--- src/rtl/core_seq_ctrl_if.sv ---
// Fetch (IFU) and data (LSU) valid/ready channels between the sequencer and memory side.
// master = sequencer, slave = IFU/LSU.
interface core_seq_ctrl_if #(
  parameter int XLEN = 32
);
  logic            ifu_req_valid;
  logic [XLEN-1:0] ifu_req_addr;
  logic            ifu_req_ready;
  logic            ifu_rsp_valid;
  logic [31:0]     ifu_rsp_data;
  logic            ifu_rsp_ready;

  logic            lsu_req_valid;
  logic            lsu_req_we;
  logic [XLEN-1:0] lsu_req_addr;
  logic [XLEN-1:0] lsu_req_wdata;
  logic [3:0]      lsu_req_wmask;
  logic            lsu_req_ready;
  logic            lsu_rsp_valid;
  logic [XLEN-1:0] lsu_rsp_data;
  logic            lsu_rsp_ready;

  modport master (
    output ifu_req_valid, ifu_req_addr, ifu_rsp_ready,
    output lsu_req_valid, lsu_req_we, lsu_req_addr, lsu_req_wdata, lsu_req_wmask, lsu_rsp_ready,
    input  ifu_req_ready, ifu_rsp_valid, ifu_rsp_data,
    input  lsu_req_ready, lsu_rsp_valid, lsu_rsp_data
  );

  modport slave (
    input  ifu_req_valid, ifu_req_addr, ifu_rsp_ready,
    input  lsu_req_valid, lsu_req_we, lsu_req_addr, lsu_req_wdata, lsu_req_wmask, lsu_rsp_ready,
    output ifu_req_ready, ifu_rsp_valid, ifu_rsp_data,
    output lsu_req_ready, lsu_rsp_valid, lsu_rsp_data
  );
endinterface

--- src/rtl/core_seq_ctrl.sv ---
// Multi-cycle RV32 sequencer: owns the PC and steps each instruction through
// fetch, execute, memory and writeback with a per-handshake bus timeout.
module core_seq_ctrl #(
  parameter int              XLEN     = 32,
  parameter logic [XLEN-1:0] RESET_PC = XLEN'(32'h8000_0000),
  parameter int              TIMEOUT  = 255
) (
  input  logic             clk_i,
  input  logic             rst_ni,
  core_seq_ctrl_if.master  bus,
  output logic [XLEN-1:0]  pc_o,
  output logic [31:0]      inst_o,
  input  logic             dec_mem_rd_i,
  input  logic             dec_mem_wr_i,
  input  logic             dec_reg_wen_i,
  input  logic             dec_ebreak_i,
  input  logic [3:0]       dec_wmask_i,
  input  logic [XLEN-1:0]  exu_result_i,
  input  logic [XLEN-1:0]  exu_addr_i,
  input  logic [XLEN-1:0]  exu_wdata_i,
  input  logic [XLEN-1:0]  exu_next_pc_i,
  output logic             rf_wen_o,
  output logic [XLEN-1:0]  rf_wdata_o,
  output logic             commit_o,
  output logic             halt_o,
  output logic [1:0]       halt_cause_o
);

  localparam logic [2:0] S_FETCH_REQ  = 3'd0;
  localparam logic [2:0] S_FETCH_WAIT = 3'd1;
  localparam logic [2:0] S_EXEC       = 3'd2;
  localparam logic [2:0] S_MEM_REQ    = 3'd3;
  localparam logic [2:0] S_MEM_WAIT   = 3'd4;
  localparam logic [2:0] S_WB         = 3'd5;
  localparam logic [2:0] S_HALT       = 3'd6;

  localparam logic [1:0] CAUSE_EBREAK  = 2'd1;
  localparam logic [1:0] CAUSE_TIMEOUT = 2'd2;
  localparam logic [1:0] CAUSE_MISALGN = 2'd3;

  // Counter only needs to reach TIMEOUT-1; the next stalled cycle halts.
  localparam int              CNT_W    = (TIMEOUT < 2) ? 1 : $clog2(TIMEOUT);
  localparam logic [CNT_W-1:0] CNT_LAST = CNT_W'(TIMEOUT - 1);

  logic [2:0]      state_q,   state_d;
  logic [XLEN-1:0] pc_q,      pc_d;
  logic [31:0]     inst_q,    inst_d;
  logic [CNT_W-1:0] cnt_q,    cnt_d;
  logic [XLEN-1:0] next_pc_q, next_pc_d;
  logic [XLEN-1:0] result_q,  result_d;
  logic [XLEN-1:0] addr_q,    addr_d;
  logic [XLEN-1:0] wdata_q,   wdata_d;
  logic [3:0]      wmask_q,   wmask_d;
  logic            we_q,      we_d;
  logic [1:0]      cause_q,   cause_d;

  logic in_bus;
  logic xfer;

  always_comb begin
    state_d   = state_q;
    pc_d      = pc_q;
    inst_d    = inst_q;
    next_pc_d = next_pc_q;
    result_d  = result_q;
    addr_d    = addr_q;
    wdata_d   = wdata_q;
    wmask_d   = wmask_q;
    we_d      = we_q;
    cause_d   = cause_q;
    in_bus    = 1'b0;
    xfer      = 1'b0;

    case (state_q)
      S_FETCH_REQ: begin
        in_bus = 1'b1;
        if (bus.ifu_req_ready) begin
          xfer    = 1'b1;
          state_d = S_FETCH_WAIT;
        end
      end
      S_FETCH_WAIT: begin
        in_bus = 1'b1;
        if (bus.ifu_rsp_valid) begin
          xfer    = 1'b1;
          inst_d  = bus.ifu_rsp_data;
          state_d = S_EXEC;
        end
      end
      S_EXEC: begin
        if (dec_ebreak_i) begin
          cause_d = CAUSE_EBREAK;
          state_d = S_HALT;
        end else if (exu_next_pc_i[1:0] != 2'b00) begin
          cause_d = CAUSE_MISALGN;
          state_d = S_HALT;
        end else begin
          next_pc_d = exu_next_pc_i;
          result_d  = exu_result_i;
          addr_d    = exu_addr_i;
          wdata_d   = exu_wdata_i;
          wmask_d   = dec_wmask_i;
          we_d      = dec_mem_wr_i;
          state_d   = (dec_mem_rd_i | dec_mem_wr_i) ? S_MEM_REQ : S_WB;
        end
      end
      S_MEM_REQ: begin
        in_bus = 1'b1;
        if (bus.lsu_req_ready) begin
          xfer    = 1'b1;
          state_d = S_MEM_WAIT;
        end
      end
      S_MEM_WAIT: begin
        in_bus = 1'b1;
        if (bus.lsu_rsp_valid) begin
          xfer = 1'b1;
          if (!we_q) result_d = bus.lsu_rsp_data;
          state_d = S_WB;
        end
      end
      S_WB: begin
        pc_d    = next_pc_q;
        state_d = S_FETCH_REQ;
      end
      S_HALT:  state_d = S_HALT;
      default: state_d = S_HALT;
    endcase

    // Any cycle not stalled in a bus state leaves the counter at zero for the next entry.
    cnt_d = '0;
    if (in_bus && !xfer) begin
      if (cnt_q == CNT_LAST) begin
        cause_d = CAUSE_TIMEOUT;
        state_d = S_HALT;
      end else begin
        cnt_d = cnt_q + 1'b1;
      end
    end
  end

  always_ff @(posedge clk_i or negedge rst_ni) begin
    if (!rst_ni) begin
      state_q   <= S_FETCH_REQ;
      pc_q      <= RESET_PC;
      inst_q    <= '0;
      cnt_q     <= '0;
      next_pc_q <= '0;
      result_q  <= '0;
      addr_q    <= '0;
      wdata_q   <= '0;
      wmask_q   <= '0;
      we_q      <= 1'b0;
      cause_q   <= 2'd0;
    end else begin
      state_q   <= state_d;
      pc_q      <= pc_d;
      inst_q    <= inst_d;
      cnt_q     <= cnt_d;
      next_pc_q <= next_pc_d;
      result_q  <= result_d;
      addr_q    <= addr_d;
      wdata_q   <= wdata_d;
      wmask_q   <= wmask_d;
      we_q      <= we_d;
      cause_q   <= cause_d;
    end
  end

  // Reset parks the FSM in FETCH_REQ, so the fetch request is masked while rst_ni is low.
  assign bus.ifu_req_valid = rst_ni && (state_q == S_FETCH_REQ);
  assign bus.ifu_req_addr  = pc_q;
  assign bus.ifu_rsp_ready = (state_q == S_FETCH_WAIT);

  assign bus.lsu_req_valid = (state_q == S_MEM_REQ);
  assign bus.lsu_req_we    = we_q;
  assign bus.lsu_req_addr  = addr_q;
  assign bus.lsu_req_wdata = wdata_q;
  assign bus.lsu_req_wmask = wmask_q;
  assign bus.lsu_rsp_ready = (state_q == S_MEM_WAIT);

  assign pc_o         = pc_q;
  assign inst_o       = inst_q;
  assign commit_o     = (state_q == S_WB);
  assign rf_wen_o     = commit_o && dec_reg_wen_i && !we_q;
  assign rf_wdata_o   = result_q;
  assign halt_o       = (state_q == S_HALT);
  assign halt_cause_o = cause_q;

endmodule
--- src/flat_wrapper.sv ---
// flat-port wrapper written by rule: the top's interface ports become plain ports
module core_seq_ctrl_flat 
#(
  parameter int              XLEN     = 32,
  parameter logic [XLEN-1:0] RESET_PC = XLEN'(32'h8000_0000),
  parameter int              TIMEOUT  = 255
)
  (clk_i, rst_ni, pc_o, inst_o, dec_mem_rd_i, dec_mem_wr_i, dec_reg_wen_i, dec_ebreak_i, dec_wmask_i, exu_result_i, exu_addr_i, exu_wdata_i, exu_next_pc_i, rf_wen_o, rf_wdata_o, commit_o, halt_o, halt_cause_o, bus_ifu_req_valid, bus_ifu_req_addr, bus_ifu_rsp_ready, bus_lsu_req_valid, bus_lsu_req_we, bus_lsu_req_addr, bus_lsu_req_wdata, bus_lsu_req_wmask, bus_lsu_rsp_ready, bus_ifu_req_ready, bus_ifu_rsp_valid, bus_ifu_rsp_data, bus_lsu_req_ready, bus_lsu_rsp_valid, bus_lsu_rsp_data);
  core_seq_ctrl_if #(.XLEN(XLEN)) bus_i ();
  input  logic clk_i;
  input  logic rst_ni;
  output logic [XLEN-1:0] pc_o;
  output logic [31:0] inst_o;
  input  logic dec_mem_rd_i;
  input  logic dec_mem_wr_i;
  input  logic dec_reg_wen_i;
  input  logic dec_ebreak_i;
  input  logic [3:0] dec_wmask_i;
  input  logic [XLEN-1:0] exu_result_i;
  input  logic [XLEN-1:0] exu_addr_i;
  input  logic [XLEN-1:0] exu_wdata_i;
  input  logic [XLEN-1:0] exu_next_pc_i;
  output logic rf_wen_o;
  output logic [XLEN-1:0] rf_wdata_o;
  output logic commit_o;
  output logic halt_o;
  output logic [1:0] halt_cause_o;
  output wire logic [$bits(bus_i.ifu_req_valid)-1:0] bus_ifu_req_valid;
  output wire logic [$bits(bus_i.ifu_req_addr)-1:0] bus_ifu_req_addr;
  output wire logic [$bits(bus_i.ifu_rsp_ready)-1:0] bus_ifu_rsp_ready;
  output wire logic [$bits(bus_i.lsu_req_valid)-1:0] bus_lsu_req_valid;
  output wire logic [$bits(bus_i.lsu_req_we)-1:0] bus_lsu_req_we;
  output wire logic [$bits(bus_i.lsu_req_addr)-1:0] bus_lsu_req_addr;
  output wire logic [$bits(bus_i.lsu_req_wdata)-1:0] bus_lsu_req_wdata;
  output wire logic [$bits(bus_i.lsu_req_wmask)-1:0] bus_lsu_req_wmask;
  output wire logic [$bits(bus_i.lsu_rsp_ready)-1:0] bus_lsu_rsp_ready;
  input wire logic [$bits(bus_i.ifu_req_ready)-1:0] bus_ifu_req_ready;
  input wire logic [$bits(bus_i.ifu_rsp_valid)-1:0] bus_ifu_rsp_valid;
  input wire logic [$bits(bus_i.ifu_rsp_data)-1:0] bus_ifu_rsp_data;
  input wire logic [$bits(bus_i.lsu_req_ready)-1:0] bus_lsu_req_ready;
  input wire logic [$bits(bus_i.lsu_rsp_valid)-1:0] bus_lsu_rsp_valid;
  input wire logic [$bits(bus_i.lsu_rsp_data)-1:0] bus_lsu_rsp_data;
  assign bus_ifu_req_valid = bus_i.ifu_req_valid;
  assign bus_ifu_req_addr = bus_i.ifu_req_addr;
  assign bus_ifu_rsp_ready = bus_i.ifu_rsp_ready;
  assign bus_lsu_req_valid = bus_i.lsu_req_valid;
  assign bus_lsu_req_we = bus_i.lsu_req_we;
  assign bus_lsu_req_addr = bus_i.lsu_req_addr;
  assign bus_lsu_req_wdata = bus_i.lsu_req_wdata;
  assign bus_lsu_req_wmask = bus_i.lsu_req_wmask;
  assign bus_lsu_rsp_ready = bus_i.lsu_rsp_ready;
  assign bus_i.ifu_req_ready = bus_ifu_req_ready;
  assign bus_i.ifu_rsp_valid = bus_ifu_rsp_valid;
  assign bus_i.ifu_rsp_data = bus_ifu_rsp_data;
  assign bus_i.lsu_req_ready = bus_lsu_req_ready;
  assign bus_i.lsu_rsp_valid = bus_lsu_rsp_valid;
  assign bus_i.lsu_rsp_data = bus_lsu_rsp_data;
  core_seq_ctrl #(.XLEN(XLEN), .RESET_PC(RESET_PC), .TIMEOUT(TIMEOUT)) u_core (.clk_i(clk_i), .rst_ni(rst_ni), .bus(bus_i), .pc_o(pc_o), .inst_o(inst_o), .dec_mem_rd_i(dec_mem_rd_i), .dec_mem_wr_i(dec_mem_wr_i), .dec_reg_wen_i(dec_reg_wen_i), .dec_ebreak_i(dec_ebreak_i), .dec_wmask_i(dec_wmask_i), .exu_result_i(exu_result_i), .exu_addr_i(exu_addr_i), .exu_wdata_i(exu_wdata_i), .exu_next_pc_i(exu_next_pc_i), .rf_wen_o(rf_wen_o), .rf_wdata_o(rf_wdata_o), .commit_o(commit_o), .halt_o(halt_o), .halt_cause_o(halt_cause_o));
endmodule
--- config.mk ---
export PLATFORM = sky130hd
export DESIGN_NAME = core_seq_ctrl_flat
export DESIGN_NICKNAME = d
export VERILOG_FILES = /design/src/rtl/core_seq_ctrl_if.sv /design/src/rtl/core_seq_ctrl.sv /design/src/flat_wrapper.sv
export SDC_FILE = /design/constraint.sdc
export NUM_CORES = 1
export LEC_CHECK = 0
export CORE_AREA = 2 2 158 160
export DETAILED_ROUTE_END_ITERATION = 8
export DIE_AREA = 0 0 160 162
export DONT_BUFFER_PORTS = 1
export GPL_TIMING_DRIVEN = 0
export PLACE_DENSITY = 0.49
export REMOVE_ABC_BUFFERS = 1
export SYNTH_ARGS = -nofsm -noshare
export SYNTH_HDL_FRONTEND = slang
export SYNTH_SLANG_ARGS = --single-unit
--- constraint.sdc ---
create_clock -name clk_i -period 2.5 [get_ports clk_i]
set_input_delay 0.375 -clock clk_i [delete_from_list [all_inputs] [get_ports clk_i]]
set_output_delay 0.375 -clock clk_i [all_outputs]
set_load 0.01 [all_outputs]
=== Word level (Yosys, flattened, before mapping) ===
Index checks and enable logic that the tools add are counted.

* Register bits after elaboration: 210
* Input bits: 206
* Output and inout port bits: 206
* Word-level logic and storage cells: 67

* $add $sub $neg: 1
* Equality and inequality tests: 11
* Mux-type cells: 28
* Bitwise operators: 3
* Reduce and logical (&&, ||, !) cells: 13

{| class="wikitable"
|+ Operators with widths
! kind !! number
|-
| two-way mux 32 bit || 4
|-
| one-hot mux 32 bit (2 select lines) || 1
|-
| two-way mux 3 bit || 9
|-
| one-hot mux 3 bit (6 select lines) || 1
|-
| two-way mux 8 bit || 2
|-
| two-way mux 2 bit || 5
|-
| equality test 3 bit, second input constant || 3
|-
| adder 8 x 1 -> 8 bit, second input constant || 1
|-
| equality test 8 bit, second input constant || 1
|-
| equality test 3 x 2 -> 1 bit, second input constant || 2
|-
| inequality test 2 bit, second input constant || 3
|-
| two-way mux 1 bit || 5
|-
| AND reduction 5 bit || 1
|-
| logical AND 1 bit || 4
|-
| one-hot mux 1 bit (4 select lines) || 1
|-
| nonzero test 2 bit || 2
|-
| OR reduction 4 bit || 1
|-
| equality test 3 x 1 -> 1 bit, second input constant || 1
|-
| zero test 3 bit || 1
|-
| AND reduction 3 bit || 1
|-
| zero test 1 bit || 2
|-
| inequality test 2 x 1 -> 1 bit, second input constant || 1
|-
| inverter 1 bit || 2
|-
| AND reduction 2 bit || 1
|-
| OR 1 bit || 1
|}

=== Logic depth before layout (Yosys ltp) ===
* Depth in word-level cells: 7
* Mapped depth: 7
* Depth with buffers taken out: 5

=== Least setup slack after synthesis ===
Ideal clock, no wire load.

* Path kind: register -> register
* From: register u_core.state_q[2]
* To: register u_core.inst_q[10] (netlist: u_core.inst_o[10])
* Library setup time: 0.125 ns
* Arrival: 1.612 ns
* Required time: 2.375 ns
* Path slack: 0.763 ns
* Cell stages (with the launch flop): 7
* Path buffers: 2
* Clock period less this slack: 1.737 ns
* Path through: dfrtp_1 -> nand2b_1 -> nor2_1 -> and2_1 -> clkbuf_1 -> buf_4 -> mux2_2

* Longest elaborated chain between the ends: 2

{| class="wikitable"
|+ Ends and longest elaborated chain
! what !! line !! source
|-
| from (decl) || core_seq_ctrl.sv:45 || <nowiki>logic [2:0] state_q, state_d;</nowiki>
|-
| from (signal assigned) || core_seq_ctrl.sv:156 || <nowiki>state_q <= state_d;</nowiki>
|-
| equality test 3 x 1 -> 1 bit || -- ||
|-
| named net bus_ifu_rsp_ready || flat_wrapper.sv:30 || <nowiki>output wire logic [$bits(bus_i.ifu_rsp_ready)-1:0] bus_ifu_rsp_ready;</nowiki>
|-
| AND reduction 2 bit (no line) || -- ||
|-
| to (signal assigned) || core_seq_ctrl.sv:158 || <nowiki>inst_q <= inst_d;</nowiki>
|-
| to (decl) || core_seq_ctrl.sv:47 || <nowiki>logic [31:0] inst_q, inst_d;</nowiki>
|}

The timed path passes the listed nets, and every way through them passes these cells.
A chain may end at the register's enable or synchronous reset.

=== Worst setup path after layout ===
* From: register u_core.state_q[1]
* To: register u_core.wdata_q[4] (netlist: u_core.bus.lsu_req_wdata[4])

* Longest elaborated chain between the ends: 2

{| class="wikitable"
|+ Ends and longest elaborated chain
! what !! line !! source
|-
| equality test 3 x 2 -> 1 bit || core_seq_ctrl.sv:74 || <nowiki>case (state_q)</nowiki>
|-
| AND reduction 3 bit (no line) || -- ||
|-
| to (signal assigned) || core_seq_ctrl.sv:163 || <nowiki>wdata_q <= wdata_d;</nowiki>
|-
| to (decl) || core_seq_ctrl.sv:52 || <nowiki>logic [XLEN-1:0] wdata_q, wdata_d;</nowiki>
|}

Every way passes these cells.

==> results_dict.tcl <==
set metrics [dict create \
    syn_area_um2 8680 \
    critPathMaxFanout 52 \
    start_util_pct 36.0 \
    cap_violations 0 \
    fin_crit_ns 2.31 \
    async_reset_ff_share_pct 100 \
    power.switching_mw 1.44 \
    ys_seq_area_share_pct 60.6 \
    wl_per_cell_um 21.2 \
    arrival_ns 2.70 \
    synth-edff-count 0 \
    gr-total-overflow 0 \
    ys_warn_count 0 \
    root_buffer "clkbuf_16" \
    holdWs_ns -0.438 \
    grt_use_total_pct 16.8 \
    grt_pass1_vias 5815 \
    critPathCaptureType "register" \
    post-dp-hpwl_um 14300 \
    drtIter0Drc 220 \
    syn2layout_area_growth_pct 24.6 \
    path_clk_slew_ns 0.06 \
    postSynthAreaPerCell_um2 13.5 \
    worst_pin_slew_ns 1.16 \
    via_per_inst 5.07 \
    diodes 0 \
    gp_congestion 0.805 \
    ir_drop_mv 0.576 \
    ff_latch_area_um2 5260 \
    start_kind "register" \
    slew_headroom_pct 22.4 \
    num_io_pins 412 \
    cts.sinks 210 \
    violations "negative hold slack" \
    multi_input_area_um2 3090 \
    num_vias 5415 \
    setup_viol 0 \
    cts_tree "built" \
    p_comb_share_pct 2.6 \
    drive_gt1_share_pct 31.0 \
    io_buffer_count 0 \
    antenna_found_initial 0 \
    pwr-share-clk_pct 50.1 \
    fillers 2193 \
    critPathKind "reg2reg" \
    route.detailed.drc 0 \
    pwr_density_cell_nw_per_um2 663 \
    max_freq_mhz 433 \
    dieHeight_um 162 \
    core_um2 24100 \
    synth-main-ff-cell "dfrtp_1" \
    ys_ff_latch 210 \
    p_sw_share_pct 20.0 \
    placed_cells 901 \
    dieArea_um2 25900 \
    synthCells 643 \
    clockBufferDepth 3 \
    numCtsBuffers 23 \
    slew_violations 0 \
    synth_cell_types 42 \
    hold_path.class "in2async" \
    grt_pass1_wl_um 34100 \
    seq_power_share_pct 47.4 \
    rsz0062_at_grt "false" \
    power_mw 7.18 \
    post-route-period-util_pct 92.5 \
    routed_wl_um 22700 \
    intPower_mw 5.74 \
    ant_nets 0 \
    setup_tns_ns 0 \
    cts-htree-levels 1 \
    drt_pass1_iterations 4 \
    hold_viol_final 210 \
    clk_latency_ns 0.50 \
    status "finished, violations left" \
    fin_cells 1068 \
    fin_nets 936 \
    die_w_um 160 \
    grt_max_degree 212 \
    core.rowCount 57 \
    finClkSkew_ns 0.00697 \
    worst_ep_required_time_ns 2.89 \
    leakagePower_nw 5.29 \
]
## sequential cells by signal, summed over array words and instances (netlist names)
signal / flops
u_core.bus.ifu_req_addr: 32
u_core.bus.lsu_req_addr: 32
u_core.bus.lsu_req_wdata: 32
u_core.bus.lsu_req_we: 1
u_core.bus.lsu_req_wmask: 4
u_core.cnt_q: 8
u_core.halt_cause_o: 2
u_core.inst_o: 32
u_core.next_pc_q: 32
u_core.rf_wdata_o: 32
u_core.state_q: 3
## placed cells by master, fill, tap and decap left out, types with 3 or more instances in the layout
cell type,Yosys,final
mux2_2,131,131
a2bb2oi_2,30,30
bufinv_16,0,4
nor2_1,12,12
clkinv_2,0,4
dlygate4sd3_1,0,110
nand2_1,102,101
o21ai_0,3,3
a21oi_1,3,3
o22ai_1,32,32
nand3_1,5,5
nor3b_2,0,3
clkbuf_16,0,23
dfrtp_1,209,206
dfrtp_2,0,3
clkbuf_8,0,3
and2_1,6,5
buf_4,36,9
clkinvlp_4,0,3
xor2_1,5,5
## critical path, cell delays in order, from the launching register on
cell and delay (ns):
dfrtp_2 0.59, nor3b_4 0.51, nand2_8 0.33, buf_16 0.36, mux2_2 0.32
## power groups by stage
stage	registers, mW	clock network, mW	logic (mW)
floorplan	3.46	0	0.0319
global placement	3.46	0	0.0380
detailed placement	3.46	0	0.0391
CTS	3.40	3.71	0.178
global route	3.40	3.86	0.195
finish	3.40	3.59	0.184
## routing by layer
layer / up-vias / GRT usage [%] / wire [um]
met4: 0 / 5.57 / 565
met2: 306 / 29.6 / 11400
li1: 2400 / - / -
met1: 2673 / 18.8 / 8260
met3: 36 / 6.44 / 2400
met5: - / 0 / 0
## path summary, 6_finish.rpt
kind | start | endpoint | slack, ns | cells after the start
setup / recovery | u_core.state_q[1]$_DFF_PN0_ | u_core.bus.lsu_req_wdata[4]$_DFFE_PN0P_ | 0.19 | 4
hold / removal | rst_ni | u_core.bus.lsu_req_wdata[6]$_DFFE_PN0P_ | -0.44 | 0
setup reg to reg | u_core.state_q[1]$_DFF_PN0_ | u_core.bus.lsu_req_wdata[4]$_DFFE_PN0P_ | 0.19 | 4
hold reg to reg | u_core.next_pc_q[1]$_DFFE_PN0P_ | u_core.bus.ifu_req_addr[1]$_DFFE_PN0P_ | 0.46 | 2
max in group asynchronous | rst_ni | u_core.state_q[0]$_DFF_PN0_ | 2.54 | 0
min in group clk_i | exu_wdata_i[18] | u_core.bus.lsu_req_wdata[18]$_DFFE_PN0P_ | 0.02 | 1
## synth_stat cells, types with 2 or more instances
master | count | area (um2)
nor2b_1 | 2 | 12.5
ha_1 | 2 | 25.0
a2bb2oi_2 | 30 | 450
a21oi_1 | 3 | 15.0
nand2_1 | 102 | 383
buf_6 | 3 | 33.8
nand4_1 | 2 | 12.5
buf_4 | 36 | 270
dfrtp_1 | 209 | 5230
o22ai_1 | 32 | 200
buf_2 | 14 | 70.1
nor2_1 | 12 | 45.0
and2_1 | 6 | 37.5
o21a_1 | 2 | 15.0
inv_1 | 3 | 11.3
clkbuf_1 | 12 | 45.0
xor2_1 | 5 | 43.8
o21ai_0 | 3 | 15.0
nor3b_4 | 2 | 37.5
nand3b_1 | 2 | 15.0
nand2b_1 | 3 | 18.8
buf_1 | 3 | 11.3
mux2_2 | 131 | 1480
and3_1 | 2 | 12.5
nand3_1 | 5 | 25.0
## timing repair
action / in CTS / in global routing
cloned: 4 / 2
pin swaps: 1 / 0
endpoints found under the hold margin: 318 / 212
endpoints found under the setup margin: 99 / 119
gates resized for setup: 6 / 5
hold buffers: 108 / 2
buffers inserted: 10 / 0
## cell families (layout without fill, tap and decap cells)
logic type	after synthesis	after routing	share of synthesized area [%]
DFF	210	210	60.6
and+or+nand+nor	144	147	7.39
muxes	132	132	17.1
AOI/OAI and AO/OA	78	80	8.95
buffers and inverters	71	167	5.09
xor gates and xnor gates	6	6	0.605
adders and majority gates	2	2	0.288
## stage by stage
stage	area (um2)	hold WS [ns]	setup slack, ns	utilization (%)
2_1_floorplan	8250	0.0794	-0.976	-
3_3_place_gp	8660	0.0837	-2.09	35.9
3_5_place_dp	8710	0.0823	-1.05	36.1
4_1_cts	10800	-0.466	-0.00769	44.6
5_1_grt	10800	-0.471	0.0530	44.9
6_report	10800	-0.438	0.189	44.9
## area by class of cell
cell class / instances / area share, %
sequential: 210 / 48.6
inverter: 3 / 0.139
clock buffer: 27 / 5.74
timing repair buffer: 122 / 11.4
clock inverter: 14 / 1.78
timing repair inverter: 1 / 0.0463
tap: 324 / 3.75
multi-input combinational: 367 / 28.5
Power figures use the tool's default switching activity.
